$ cat src/rtl/arm_pkg.sv
// Shared ARM immediate-format definitions: encoder FSM states, field widths
// and the 32-bit rotate used by both the encoder and its reference model.
package arm_pkg;

  typedef enum logic [1:0] {IDLE, SEARCH, DONE} state_t;

  localparam int ROT_W = 4;
  localparam int IMM8_W = 8;
  localparam logic [ROT_W-1:0] ROT_MAX = 4'd15;

  // Rotate left with wrap; the doubled word keeps amount 0 free of shift-by-width.
  function automatic logic [31:0] rol32(input logic [31:0] value, input logic [4:0] amount);
    logic [63:0] dbl;
    dbl = {value, value} << amount;
    return dbl[63:32];
  endfunction

endpackage

$ cat src/rtl/imm12_encoder.sv
// Iterative encoder for ARM data-processing immediates: tries one rotation per
// cycle and returns the smallest-rot {rot, imm8} encoding, or flags the value.
module imm12_encoder
  import arm_pkg::*;
(
  input  logic                     clk,
  input  logic                     rst,
  input  logic                     start,
  input  logic [31:0]              value,
  output logic                     busy,
  output logic                     done,
  output logic                     valid,
  output logic [ROT_W+IMM8_W-1:0]  imm12
);

  state_t           state;
  logic [31:0]      val_q;
  logic [ROT_W-1:0] rot;
  logic [31:0]      cand;
  logic             fits;

  // Undo the decoder's right rotation by 2*rot; a fit leaves only the low byte set.
  assign cand = rol32(val_q, {rot, 1'b0});
  assign fits = (cand[31:IMM8_W] == '0);

  always_ff @(posedge clk or posedge rst) begin
    if (rst) begin
      state <= IDLE;
      val_q <= '0;
      rot   <= '0;
      busy  <= 1'b0;
      done  <= 1'b0;
      valid <= 1'b0;
      imm12 <= '0;
    end else begin
      case (state)
        IDLE: begin
          done <= 1'b0;
          if (start) begin
            val_q <= value;
            rot   <= '0;
            busy  <= 1'b1;
            state <= SEARCH;
          end
        end
        SEARCH: begin
          if (fits) begin
            imm12 <= {rot, cand[IMM8_W-1:0]};
            valid <= 1'b1;
            done  <= 1'b1;
            state <= DONE;
          end else if (rot == ROT_MAX) begin
            imm12 <= '0;
            valid <= 1'b0;
            done  <= 1'b1;
            state <= DONE;
          end else begin
            rot <= rot + 1'b1;
          end
        end
        DONE: begin
          done  <= 1'b0;
          busy  <= 1'b0;
          state <= IDLE;
        end
        default: begin
          done  <= 1'b0;
          busy  <= 1'b0;
          state <= IDLE;
        end
      endcase
    end
  end

endmodule

$ cat config.mk
export PLATFORM = sky130hd
export DESIGN_NAME = imm12_encoder
export DESIGN_NICKNAME = d
export VERILOG_FILES = /design/src/rtl/arm_pkg.sv /design/src/rtl/imm12_encoder.sv
export SDC_FILE = /design/constraint.sdc
export NUM_CORES = 1
export LEC_CHECK = 0
export CAP_MARGIN = 20
export CELL_PAD_IN_SITES_DETAIL_PLACEMENT = 1
export CELL_PAD_IN_SITES_GLOBAL_PLACEMENT = 2
export CORE_MARGIN = 8
export CORE_UTILIZATION = 36
export CTS_CLUSTER_SIZE = 8
export DETAILED_ROUTE_END_ITERATION = 8
export PLACE_DENSITY = 0.8
export SLEW_MARGIN = 10
export SYNTH_ARGS = -nofsm -noshare
export SYNTH_HDL_FRONTEND = slang
export SYNTH_SLANG_ARGS = --single-unit
export TNS_END_PERCENT = 20
$ cat constraint.sdc
create_clock -name clk -period 3.3 [get_ports clk]
set_input_delay 0.99 -clock clk [delete_from_list [all_inputs] [get_ports clk]]
set_output_delay 0.99 -clock clk [all_outputs]
set_load 0.03 [all_outputs]
==> summary.md, run 1 <==
| Metric | Value |
|---|---|
| FF+latch count, synth | `53` |
| Std cell rows | `36` |
| Worst Hold Depth | `2` |
| Count of flip-flops with a built-in enable after synthesis | `0` |
| Switching power total | `2.093 mW` |
| Placed wire-length estimate | `8.704 mm` |
| Cells after Synth | `349` |
| CP Capture Type | `flop` |
| Top cell type's share of synthesized area | `36.34%` |
| Synth area leaders | `dfrtp_1, mux2_2, mux4_2` |
| Max Slew Vio Count | `0` |
| Worst VDD drop | `339.5 uV` |
| Syn. warnings | `0` |
| # IOs | `50` |
| Number of buffers created by CTS | `5` |
| I/O Buffers | `49` |
| Slew HR | `61.43%` |
| Net Sw Frac | `46.40%` |
| DIE WIDTH | `116.7 um` |
| Final WS setup | `0.3073 ns` |
| Hold buffers post-CTS | `0` |
| Tcrit/Tclk final | `90.69%` |
| Mux contribution to synthesized area | `30.92%` |
| MaxCap Viol Count | `0` |
| Max Freq | `0.3341 GHz` |
| WL final | `11.33 mm` |
| Design Area, Final | `4469 um^2` |
| Gr usage total | `17.69%` |
| Routed wire per std cell | `21.06 um` |
| Clk network pwr share | `8.4%` |
| Setup TNS | `0 ns` |
| Req. time, crit path | `3.48 ns` |
| Top-count cell post-synth | `dfrtp_1` |
| Worst skew pair latency | `0.31 ns` |
| Drt pass-1 iters | `6` |
| Pwr/cell area | `1009 nW/um^2` |
| Cells on worst reg2reg path | `8` |
| Largest buffer count on any clock path | `2` |
| Avg Cell Area, Syn | `10.46 um^2` |
| Synth Net Count | `385` |
| Area leader, netlist | `dfrtp_1` |
| Setup violators final | `0` |
| Placer Congestion | `0.9358` |
| Leakage | `1.851 nW` |
| CTS tree | `yes` |
| Slew @ Worst Pin | `0.5785 ns` |
| CP Launch Type | `flop` |
| Initial antenna violation count | `0` |
| Layout cell share with drive strength beyond 1 | `22.72%` |
| Final ANT Viol Nets | `0` |
| Worst EP arrival | `3.17 ns` |
| H-tree depth | `2` |
| Ys async rst share | `100.0%` |
| Synth Cell Area | `3650 um^2` |
| Via-to-Cell Ratio | `5.751` |
| Gr ovfl total | `0` |
| Cell variety after synth | `54` |
| Largest family of logic cells by synthesized area | `multiplexers` |
| Top cells by count, synth | `dfrtp_1, mux2_2, mux2i_1` |
| Fin crit period | `2.993 ns` |
| Min-delay worst type | `flop to flop` |
| Clk sink count | `53` |
| Vias in the first global route | `3283` |
| Comb pwr share | `58.8%` |
| P&R area growth vs syn | `22.45%` |
| Clk_skew | `0.009911 ns` |
| Die area | `13620 um^2` |
| Worst-path fanout max | `22` |
| Root buffer cell | `clkbuf_8` |
| Chip height | `116.7 um` |
| Post-synthesis simple-gate area fraction | `14.78%` |
| Post-synthesis compound-gate area fraction | `12.17%` |
| Area of the core | `9819 um^2` |
| Drt drc | `0` |
| First-pass GRT wire length | `18.54 mm` |
| Most common flop cell mapped by yosys | `dfrtp_1` |
| Sequential power share | `32.8%` |
| DR iter-0 viols | `203` |
| Outcome | `finished, final reports clean` |
| Initial Utilization | `37.17%` |
| Via count | `3094` |
| Clock-pin slew on the worst setup and hold paths | `0.09 ns` |
| Endpoints failing hold | `0` |
| P_int | `2.418 mW` |
| Sequential fraction of the synthesis area | `36.34%` |
| Post-Synth Adder-Cell Area | `0.3428%` |
| N_diodes | `0` |
| Post-layout net count | `440` |
| Placement Setup Slack | `0.1996 ns` |
| Placed cell area | `4377 um^2` |
| RSZ-0062 raised after global routing | `no` |
| DP Cell Count | `530` |
| Final cell count without fillers | `538` |
| Largest net degree at the start of global routing | `37` |
| Xor/xnor share of the synthesized area | `0.4457%` |
| Worst Path Class, Setup | `flop to flop` |
[state kept, by name (all words and copies together), names as in the netlist]
| register | flops |
|---|---|
| state | 2 |
| val_q | 32 |
| imm12 | 12 |
| busy | 1 |
| done | 1 |
| valid | 1 |
| rot | 4 |
[layout make-up]
cell class / count / area [um^2]
fill: 1150 / 5350
multi-input combinational: 260 / 2146
sequential: 53 / 1330
timing repair buffer: 73 / 695.7
tap: 133 / 166.4
clock buffer: 8 / 90.09
inverter: 11 / 41.29
[logic make-up (layout without fill, tap and decap cells)]
| group | Yosys count | after routing |
|---|---|---|
| xor gates and xnor gates | 1 | 1 |
| buffers and inverters | 36 | 92 |
| AOI/OAI and AO/OA | 62 | 62 |
| DFF | 53 | 53 |
| and+or+nand+nor | 109 | 109 |
| adders and majority gates | 1 | 1 |
| muxes | 87 | 87 |
[metrics by stage]
| stage | total power [mW] | util [%] | hold WS, ns |
|---|---|---|---|
| 2_1_floorplan | 3.168 | - | 0.5309 |
| 3_3_place_gp | 4.062 | 44.57 | 0.4674 |
| 3_5_place_dp | 4.114 | 44.57 | 0.4624 |
| 4_1_cts | 4.517 | 45.49 | 0.4859 |
| 5_1_grt | 4.838 | 45.51 | 0.5147 |
| 6_report | 4.511 | 45.51 | 0.4807 |
[final timing paths]
kind | from | endpoint | slack [ns]
worst max register to register | rot[1] | imm12[10] | 0.31
worst min-delay path | valid | valid | 0.48
max in group asynchronous | rst | val_q[11] | 1.70
min in group asynchronous | rst | done | 1.05
worst min register to register | valid | valid | 0.48
worst max-delay path | rot[1] | imm12[10] | 0.31
[per-layer routing]
| layer | GRT usage [%] | up-vias | wire length, um |
|---|---|---|---|
| met2 | 27.69 | 102 | 5323 |
| met3 | 2.275 | 27 | 558 |
| met1 | 24.26 | 1554 | 5131 |
| li1 | - | 1411 | - |
| met4 | 6.826 | 0 | 318 |
| met5 | 0 | - | 0 |
[power by group through the flow]
stage	clock network, mW	registers, mW	logic (mW)
floorplan	0	1.17	2.00
global placement	0	1.47	2.59
detailed placement	0	1.48	2.63
CTS	0.403	1.47	2.65
global route	0.421	1.53	2.89
finish	0.379	1.48	2.65
[critical path, cell delays in order, from the launching register on]
cell and delay, ns:
dfrtp_4 0.64, buf_4 0.22, or3_1 0.38, o311a_1 0.13, nor4_1 0.39, nand4_1 0.20, a221oi_4 0.48, nand2_4 0.23
mux2i_1 0.18
[cells in the final DEF, fill, tap and decap left out, drive strengths merged, types with 3 or more instances in the layout]
cell           count
mux2              40
a211oi            10
buf               24
nor3              19
mux4              16
nor4               3
a221oi             4
a21oi             18
inv               10
clkdlybuf4s50     49
mux2i             31
o21bai             3
nor2b              3
o21ai              7
and2               3
or3                3
nor3b              7
nand2             31
dfrtp             53
clkbuf             8
nand4              4
nand2b             4
nor2              25
[what timing repair did]
| item | CTS | global route |
|---|---|---|
| resized for setup | 0 | 1 |
| buffers inserted | 0 | 0 |
| endpoints found under the setup margin | 0 | 2 |
| hold endpoints to repair | 0 | 0 |
No activity file was read; power rests on OpenSTA's default activity.
==> run 2, diff against run 1 <==
CORE_MARGIN = 5   (was 8)
TNS_END_PERCENT = 10   (was 20)
==> summary.md, run 2 (synthesized netlist as in run 1, its figures left out) <==
| Metric | Value |
|---|---|
| HP Start | `valid` |
| Drt drc | `0` |
| Post-layout net count | `433` |
| Worst reg2reg endpoint | `imm12[1]` |
| Root buffer cell | `clkbuf_8` |
| Most common cell after layout, fill and taps aside | `dfrtp_1` |
| Tcrit/Tclk final | `88.30%` |
| Highest-delay cell along the critical path | `a2111oi_0` |
| Setup TNS | `0 ns` |
| Req. time, crit path | `3.52 ns` |
| Area of the core | `9819 um^2` |
| Largest register FFs | `32` |
| Worst Hold Depth | `2` |
| Leakage | `1.823 nW` |
| Chip height | `110.7 um` |
| Cells on worst reg2reg path | `9` |
| Fillers | `1119` |
| Routed wire per std cell | `20.94 um` |
| Largest net degree at the start of global routing | `36` |
| Slew @ Worst Pin | `0.5954 ns` |
| Worst-path fanout max | `34` |
| Min-delay worst type | `flop to flop` |
| Clk_skew | `0.009252 ns` |
| Worst VDD drop | `357.6 uV` |
| Hold buffers post-CTS | `0` |
| Setup violators final | `0` |
| MaxCap Viol Count | `0` |
| Layout cell share with drive strength beyond 1 | `21.41%` |
| Gr usage total | `18.40%` |
| First-pass GRT wire length | `18.29 mm` |
| CTS tree | `yes` |
| Clk sink count | `53` |
| Endpoints failing hold | `0` |
| N_diodes | `0` |
| Via-to-Cell Ratio | `5.796` |
| Multi-input gate area | `2146 um^2` |
| Max Slew Vio Count | `0` |
| # resized after CTS | `0` |
| RSZ-0062 raised after global routing | `no` |
| Placed wire-length estimate | `8.380 mm` |
| Slew HR | `60.25%` |
| P&R area growth vs syn | `21.53%` |
| WHS Endpoint | `valid` |
| Die area | `12250 um^2` |
| Design Area, Final | `4436 um^2` |
| Post-CTS setup buffers | `0` |
| Vias in the first global route | `3279` |
| Gr ovfl total | `0` |
| Initial antenna violation count | `0` |
| CP Cell Sequence | `buf_12, inv_1, buf_4, nand2b_1, a2111oi_0, o21ai_1, a221oi_4, nand2_4, mux2i_1` |
| Worst skew pair latency | `0.31 ns` |
| Largest buffer count on any clock path | `2` |
| Storage cell area | `1328 um^2` |
| Max Freq | `0.3432 GHz` |
| Drt pass-1 iters | `5` |
| CP Launch Type | `flop` |
| Initial Utilization | `37.17%` |
| Worst Path Class, Setup | `flop to flop` |
| Clock-pin slew on the worst setup and hold paths | `0.09 ns` |
| DR iter-0 viols | `223` |
| Fin crit period | `2.914 ns` |
| Std cell rows | `36` |
| I/O Buffers | `49` |
| Number of buffers created by CTS | `5` |
| Top Registers | `val_q x32, imm12 x12, rot x4` |
| Setup slack, reg-to-reg | `0.39 ns` |
| H-tree depth | `2` |
| CP Capture Type | `flop` |
| Most frequent cells in the layout | `dfrtp_1, clkdlybuf4s50_1, mux2_2, mux2i_1, nand2_1` |
| Placer Congestion | `0.8718` |
| Worst EP arrival | `3.14 ns` |
| CP max stage delay | `0.55 ns` |
| DIE WIDTH | `110.7 um` |
| # IOs | `50` |
| Reg2reg start | `rot[0]` |
| Via count | `3072` |
| Final ANT Viol Nets | `0` |
| Top reg by flops | `val_q` |
| WL final | `11.10 mm` |
| Placed cell area | `4349 um^2` |
| Outcome | `finished, final reports clean` |
| Pwr/cell area | `1005 nW/um^2` |
run 2: cell count changes in the layout (fill, tap and decap cells not counted), sizes merged:
cell and change:
buf -7, clkbuf -1
run 2: worst max-delay path by stage:
stage               startpoint         to  cells past startpoint
floorplan               rot[1]   imm12[8]                      9
global placement        rot[0]  imm12[10]                      9
detailed placement      rot[0]   imm12[1]                      9
CTS                     rot[0]   imm12[1]                      9
global route            rot[2]   imm12[1]                      7
finish                  rot[0]   imm12[1]                      9
run 2: critical path, delay by kind of cell, from the launching register on:
kind	cells	cell delay, ns
compound gates	3	1.15
buf+inv	3	0.69
flops	1	0.41
simple gates	2	0.29
mux	1	0.26
run 2: power by group:
part | internal (mW) | leakage [nW] | switching (mW) | total, mW
clock | 0.167 | 0.0443 | 0.205 | 0.372
combinational | 1.33 | 1.12 | 1.34 | 2.67
sequential | 0.889 | 0.656 | 0.523 | 1.41
run 2: routing by layer:
layer | vias up | wire length [um] | GRT usage, %
met5 | - | 0 | 0
met4 | 0 | 193 | 3.941
met1 | 1551 | 5014 | 25.03
met2 | 104 | 5306 | 30.38
met3 | 14 | 585 | 3.712
li1 | 1403 | - | -
run 2: through the flow:
step	setup WS (ns)	hold slack [ns]	utilization, %	power [mW]	instances
after global routing	0.2745	0.5178	45.17	4.766	530
final	0.3860	0.4856	45.17	4.459	530
after CTS	0.3891	0.4922	45.17	4.464	530
after detailed placement	0.4055	0.4671	44.29	4.069	523
after floorplan	0.7287	0.5309	-	3.168	349
after global placement	0.4866	0.4635	44.29	4.013	523
run 2: cell type report:
class                   instances  area share, %
flip-flops and latches         53          29.93
multi-input cells             260          48.38
clock buffers                   7          1.946
well taps                     133          3.752
inverters                      11         0.9309
repair buffers                 66          15.06
